**src/rtl/fetch_unit.sv**
```systemverilog
// fetch_unit: owns the PC, fetches one 8-bit instruction at a time over a
// req/ack handshake, holds it for decode and redirects on JI / BRZR.
// No prefetch: a new request is issued only after the held instruction is
// accepted, so a redirect never needs a flush.
// Optional: define FETCH_PERF_CNT_EN to add retired_cnt / stall_cnt outputs.
module fetch_unit #(
   parameter int              PC_W     = 8,
   parameter int              INSTR_W  = 8,
   parameter logic [PC_W-1:0] RESET_PC = '0
) (
   input  logic               clk,
   input  logic               rst_n,
   output logic               imem_req,
   output logic [PC_W-1:0]    imem_addr,
   input  logic               imem_ack,
   input  logic [INSTR_W-1:0] imem_data,
   output logic [INSTR_W-1:0] instr,
   output logic [PC_W-1:0]    instr_pc,
   output logic               instr_valid,
   input  logic               instr_ready,
   input  logic               br,
   input  logic               j,
   input  logic               zero,
   input  logic [PC_W-1:0]    br_target
`ifdef FETCH_PERF_CNT_EN
   ,
   output logic [15:0]        retired_cnt,
   output logic [15:0]        stall_cnt
`endif
);

   typedef enum logic [1:0] {IDLE, FETCH, ISSUE} state_t;

   state_t          state, state_nxt;
   logic [PC_W-1:0] pc, pc_nxt;
   logic [PC_W-1:0] imm_sext;
   logic            capture, accept;

   // JI offset: instr[3:0] as a signed -8..+7 displacement
   assign imm_sext  = {{(PC_W-4){instr[3]}}, instr[3:0]};
   assign imem_addr = pc;

   // state register
   always_ff @(posedge clk or negedge rst_n) begin
      if (!rst_n) state <= IDLE;
      else        state <= state_nxt;
   end

   // next state and handshake outputs; ack/ready only matter in their own state
   always_comb begin
      state_nxt   = state;
      imem_req    = 1'b0;
      instr_valid = 1'b0;
      capture     = 1'b0;
      accept      = 1'b0;
      case (state)
         IDLE:  state_nxt = FETCH;
         FETCH: begin
            imem_req = 1'b1;
            if (imem_ack) begin
               capture   = 1'b1;
               state_nxt = ISSUE;
            end
         end
         ISSUE: begin
            instr_valid = 1'b1;
            if (instr_ready) begin
               accept    = 1'b1;
               state_nxt = FETCH;
            end
         end
         default: state_nxt = IDLE;
      endcase
   end

   // redirect priority: JI over BRZR-taken over fall-through; all modulo 2^PC_W
   always_comb begin
      pc_nxt = instr_pc + PC_W'(1);
      if (j)               pc_nxt = instr_pc + imm_sext;
      else if (br && zero) pc_nxt = br_target;
   end

   // PC updates only on accept, so it is stable for the whole FETCH
   always_ff @(posedge clk or negedge rst_n) begin
      if (!rst_n)      pc <= RESET_PC;
      else if (accept) pc <= pc_nxt;
   end

   // instruction register and its fetch address, loaded on the ack cycle only
   always_ff @(posedge clk or negedge rst_n) begin
      if (!rst_n) begin
         instr    <= '0;
         instr_pc <= '0;
      end else if (capture) begin
         instr    <= imem_data;
         instr_pc <= pc;
      end
   end

`ifdef FETCH_PERF_CNT_EN
   logic stall;
   assign stall = ((state == FETCH) && !imem_ack) || ((state == ISSUE) && !instr_ready);

   // saturating retire / stall counters
   always_ff @(posedge clk or negedge rst_n) begin
      if (!rst_n) begin
         retired_cnt <= '0;
         stall_cnt   <= '0;
      end else begin
         if (accept && retired_cnt != 16'hFFFF) retired_cnt <= retired_cnt + 16'd1;
         if (stall  && stall_cnt   != 16'hFFFF) stall_cnt   <= stall_cnt + 16'd1;
      end
   end
`endif

endmodule

```
**config.mk**
```make
export PLATFORM = sky130hd
export DESIGN_NAME = fetch_unit
export DESIGN_NICKNAME = d
export VERILOG_FILES = /design/src/rtl/fetch_unit.sv
export SDC_FILE = /design/constraint.sdc
export NUM_CORES = 1
export LEC_CHECK = 0
export ABC_AREA = 1
export CAP_MARGIN = 10
export CORE_ASPECT_RATIO = 0.5
export CORE_UTILIZATION = 41
export DETAILED_ROUTE_END_ITERATION = 10
export PLACE_DENSITY = 0.73
export SETUP_SLACK_MARGIN = 0.1
export SLEW_MARGIN = 10
export SYNTH_ARGS = -nofsm -noshare
export SYNTH_HDL_FRONTEND = slang
export SYNTH_SLANG_ARGS = --single-unit
export TNS_END_PERCENT = 100
```
**constraint.sdc**
```tcl
create_clock -name clk -period 2 [get_ports clk]
set_clock_uncertainty 0.1 [all_clocks]
set_input_delay 0.3 -clock clk [delete_from_list [all_inputs] [get_ports clk]]
set_output_delay 0.3 -clock clk [all_outputs]
set_load 0.03 [all_outputs]
```
==> Implementation_results.wiki <==
{| class="wikitable"
! Metric !! Value
|-
| Outcome || complete, no violations
|-
| Final Routed Wirelength || approximately 4.3 mm
|-
| Overall power consumption || between 4 and 5 mW
|-
| Antenna-violating nets left || 0
|-
| Reg-to-reg critical path endpoint || imem_addr[2]
|-
| Proportion of netlist area held by the largest area contributor || 39.7%
|-
| Top-count cell post-synth || sky130_fd_sc_hd__nand2_1
|-
| Largest stage delay on the critical path || around 0.42 ns
|-
| Final period utilization || between 90% and 100%
|-
| Core box area || around 0.0036 mm²
|-
| Number of enable-type register cells in the synthesized netlist || 0
|-
| Syn nets || approximately 250
|-
| Setup_tns || 0 ns
|-
| Initial core utilization || between 40 and 50%
|-
| Count of pins on the block boundary || just under 50
|-
| RePlAce Congestion || between 0.8 and 0.9
|-
| Aggregate global routing overflow || 0
|-
| Hold slack final || roughly 0.21 ns
|-
| Average vias per placed instance || approximately 5
|-
| Predominant post-synthesis flop cell || sky130_fd_sc_hd__dfrtp_1
|-
| Number of buffers added by the clock tree synthesis step || 3
|-
| Yosys warning count || 0
|-
| Antenna violations before repair || 0
|-
| Longest Clk Path Bufs || 2
|-
| Number of hold buffers added after CTS || 0
|-
| Number of unique standard cell types used by synthesis || 27
|-
| Post-Place Cell Area || 0.00222 mm²
|-
| Max IR drop VDD || between 1 and 1.5 mV
|-
| Final hold violation count || 0
|-
| Die height || between 40 and 50 µm
|-
| Detail-routed net length per standard cell || roughly 13 µm
|-
| Clock root buffer || sky130_fd_sc_hd__clkbuf_8
|-
| Setup repair after global routing missed its margin || yes
|-
| Lkg Pwr || roughly 1.1 nW
|-
| Slew of the pin with the lowest slew margin || about 0.40 ns
|-
| Number of fill cells || 306
|-
| Type of element launching the critical path || register
|-
| Post-layout net count || about 310
|-
| Fin crit period || 1.84 ns
|-
| Drt first-iter violations || 125
|-
| Clock latency of the later-clocked register in the worst-skew pair || between 0.2 and 0.3 ns
|-
| Vias after detailed routing || 1577
|-
| TritonCTS clock tree || built
|-
| Ranking of synthesized cells by instance count || sky130_fd_sc_hd__nand2_1, sky130_fd_sc_hd__inv_1, sky130_fd_sc_hd__nor2_1
|-
| Clk slew on worst S/H paths || about 0.090 ns
|-
| Synth Instances || 215
|-
| Synth Cell Area || roughly 0.0016 mm²
|-
| Class of the tightest hold or removal check || in2async
|-
| Portion of the post-synthesis area used by sequential elements || about two fifths
|-
| Max-capacitance violation count || 0
|-
| Flip-flop and latch count after synthesis || 26
|-
| Number of H-tree levels || 1
|-
| CP bufs+invs || 2
|-
| First-pass GRT wire length || roughly 6.6 mm
|-
| Category of cells accounting for the largest share of critical-path delay || adder cells
|-
| Critical Path Source || instr[0]
|-
| Critical path fanouts, max || 3
|-
| Post-route cell area || around 0.0023 mm²
|-
| DRC violations left || 0
|-
| Post-Place Setup Slack || approximately 0.14 ns
|-
| Worst path arrival time || roughly 1.9 ns
|-
| Async set-or-reset flop fraction in the synthesized netlist || between 90% and 100%
|-
| Startpoint of the lowest-slack register-to-register path || instr[0]
|-
| Required @ worst endpoint || a little over 2 ns
|-
| Highest achievable clock rate || 544 MHz
|-
| Number of global-route vias before repair || around 1400
|-
| Global-route usage over all layers || 20.7%
|-
| Count of standard-cell rows || 15
|-
| Power per cell area || 1840 mW/mm²
|-
| Number of inserted diodes || 0
|-
| Setup ws final || 0.162 ns
|-
| Setup Viol. Count Final || 0
|-
| Total Die Area || around 0.0043 mm²
|-
| Syn-to-layout area delta || 40.8%
|-
| Clock sink total || 26
|-
| Horiz. Die Dim || a little over 90 µm
|-
| Relative slew margins || between 70% and 80%
|-
| Post-Synthesis Mean Instance Area || 7.62 µm²
|-
| Number of cells on the worst reg-to-reg path || 9
|-
| Maximum number of pins on one net before global-route repair || 27
|-
| Final Max Slew Viols || 0
|-
| Number of port buffers || 48
|-
| Synth area leaders || sky130_fd_sc_hd__dfrtp_1, sky130_fd_sc_hd__nand2_1, sky130_fd_sc_hd__inv_1
|-
| Critical path's slowest cell || sky130_fd_sc_hd__dfrtp_2
|-
| Critical path start-end classification || reg2reg
|-
| Number of detailed-route iterations in the first pass || 4
|-
| CP Capture Type || register
|-
| Cell-by-cell listing of the critical path || ha_4 -> inv_1 -> fa_1 -> inv_1 -> nand2_1 -> nand2_1 -> nor2_1 -> o21ai_0 -> o21ai_0
|-
| Share of final-layout standard cells stronger than drive strength 1 || around 11%
|-
| Detailed Place HPWL || between 3 and 4 mm
|-
| Minimum setup slack among reg-to-reg paths || 0.16 ns
|-
| Cell type with the largest total area after synthesis || sky130_fd_sc_hd__dfrtp_1
|}
cell type report:
type | instances | area, µm² | share of cell area [%]
Multi-Input combinational cell | 153 | 852 | 36.9
Sequential cell | 26 | 654 | 28.4
Timing Repair Buffer | 58 | 549 | 23.8
Inverter | 31 | 116 | 5.04
Tap cell | 51 | 63.8 | 2.77
Clock buffer | 3 | 41.3 | 1.79
Clock inverter | 1 | 30.0 | 1.30
where the power goes:
group	switching (mW)	total, mW	internal (mW)
clock network	0.171	0.439	0.268
registers	0.289	1.08	0.795
logic	1.59	2.72	1.13
worst reg2reg max path: cells and delay by family, from the launching register on:
family | cells | cell delay (ns)
buffers and inverters | 2 | 0.12
adders and majority gates | 2 | 0.51
and+or+nand+nor | 3 | 0.19
AOI/OAI and AO/OA | 2 | 0.38
DFF | 1 | 0.42
layout by cell type (no fill, tap or decap):
master	count
sky130_fd_sc_hd__dlygate4sd2_1	7
sky130_fd_sc_hd__mux2_4	1
sky130_fd_sc_hd__clkdlybuf4s50_1	40
sky130_fd_sc_hd__o211ai_1	1
sky130_fd_sc_hd__nand3b_1	3
sky130_fd_sc_hd__clkbuf_8	3
sky130_fd_sc_hd__a21o_1	2
sky130_fd_sc_hd__o21ai_0	21
sky130_fd_sc_hd__nand2_4	1
sky130_fd_sc_hd__nand2_2	2
sky130_fd_sc_hd__ha_4	1
sky130_fd_sc_hd__inv_1	30
sky130_fd_sc_hd__xnor2_1	3
sky130_fd_sc_hd__bufinv_16	1
sky130_fd_sc_hd__ha_1	7
sky130_fd_sc_hd__nor3_1	1
sky130_fd_sc_hd__o22ai_1	2
sky130_fd_sc_hd__inv_2	1
sky130_fd_sc_hd__or2_1	2
sky130_fd_sc_hd__buf_4	10
sky130_fd_sc_hd__dfrtp_1	23
sky130_fd_sc_hd__nand3_1	14
sky130_fd_sc_hd__mux2_2	6
sky130_fd_sc_hd__dlymetal6s2s_1	1
sky130_fd_sc_hd__nand2_1	47
sky130_fd_sc_hd__nor2_1	28
sky130_fd_sc_hd__fa_1	1
sky130_fd_sc_hd__or2_2	1
sky130_fd_sc_hd__a21oi_1	8
sky130_fd_sc_hd__xor2_1	1
sky130_fd_sc_hd__dfrtp_2	3
through the flow:
stage          cells  utilization [%]
6_report         323             63.7
5_1_grt          323             63.7
4_1_cts          322             63.0
3_5_place_dp     318             61.2
3_3_place_gp     318             61.2
2_1_floorplan    215                -
what timing repair did:
| item | in CTS | in global routing |
|---|---|---|
| setup buffers | 0 | 1 |
| resized for setup | 7 | 5 |
| setup endpoints to repair | 7 | 6 |
per-layer routing:
| metal | vias to the layer above | part of all wire [%] | GRT usage, % |
|---|---|---|---|
| met4 | 0 | 0.49 | 3.81 |
| met2 | 45 | 44 | 32.8 |
| met1 | 733 | 48 | 29.3 |
| met5 | - | 0 | 0 |
| met3 | 2 | 7.5 | 5.45 |
| li1 | 797 | - | - |
flip-flops by register name (all words and copies together), names as in the netlist:
name	cells
state	2
imem_addr	8
instr	8
instr_pc	8
logic make-up (layout without fill, tap and decap cells):
family	Yosys count	count (layout)	synth area share [%]
and+or+nand+nor	99	99	25.6
adders and majority gates	9	9	7.33
DFF	26	26	39.7
xor gates and xnor gates	4	4	2.14
muxes	7	7	5.04
AOI/OAI and AO/OA	34	34	11.0
buffers and inverters	36	93	9.24
worst max-delay path by stage:
stage | end | slack (ns) | cells after the start
3_5_place_dp | imem_addr[4] | 0.14 | 11
3_3_place_gp | imem_addr[4] | 0.16 | 7
2_1_floorplan | imem_addr[6] | 0.14 | 11
6_report | imem_addr[2] | 0.16 | 9
5_1_grt | imem_addr[4] | 0.06 | 11
4_1_cts | instr_pc[5] | 0.11 | 1
No activity file was read; power rests on OpenSTA's default activity.
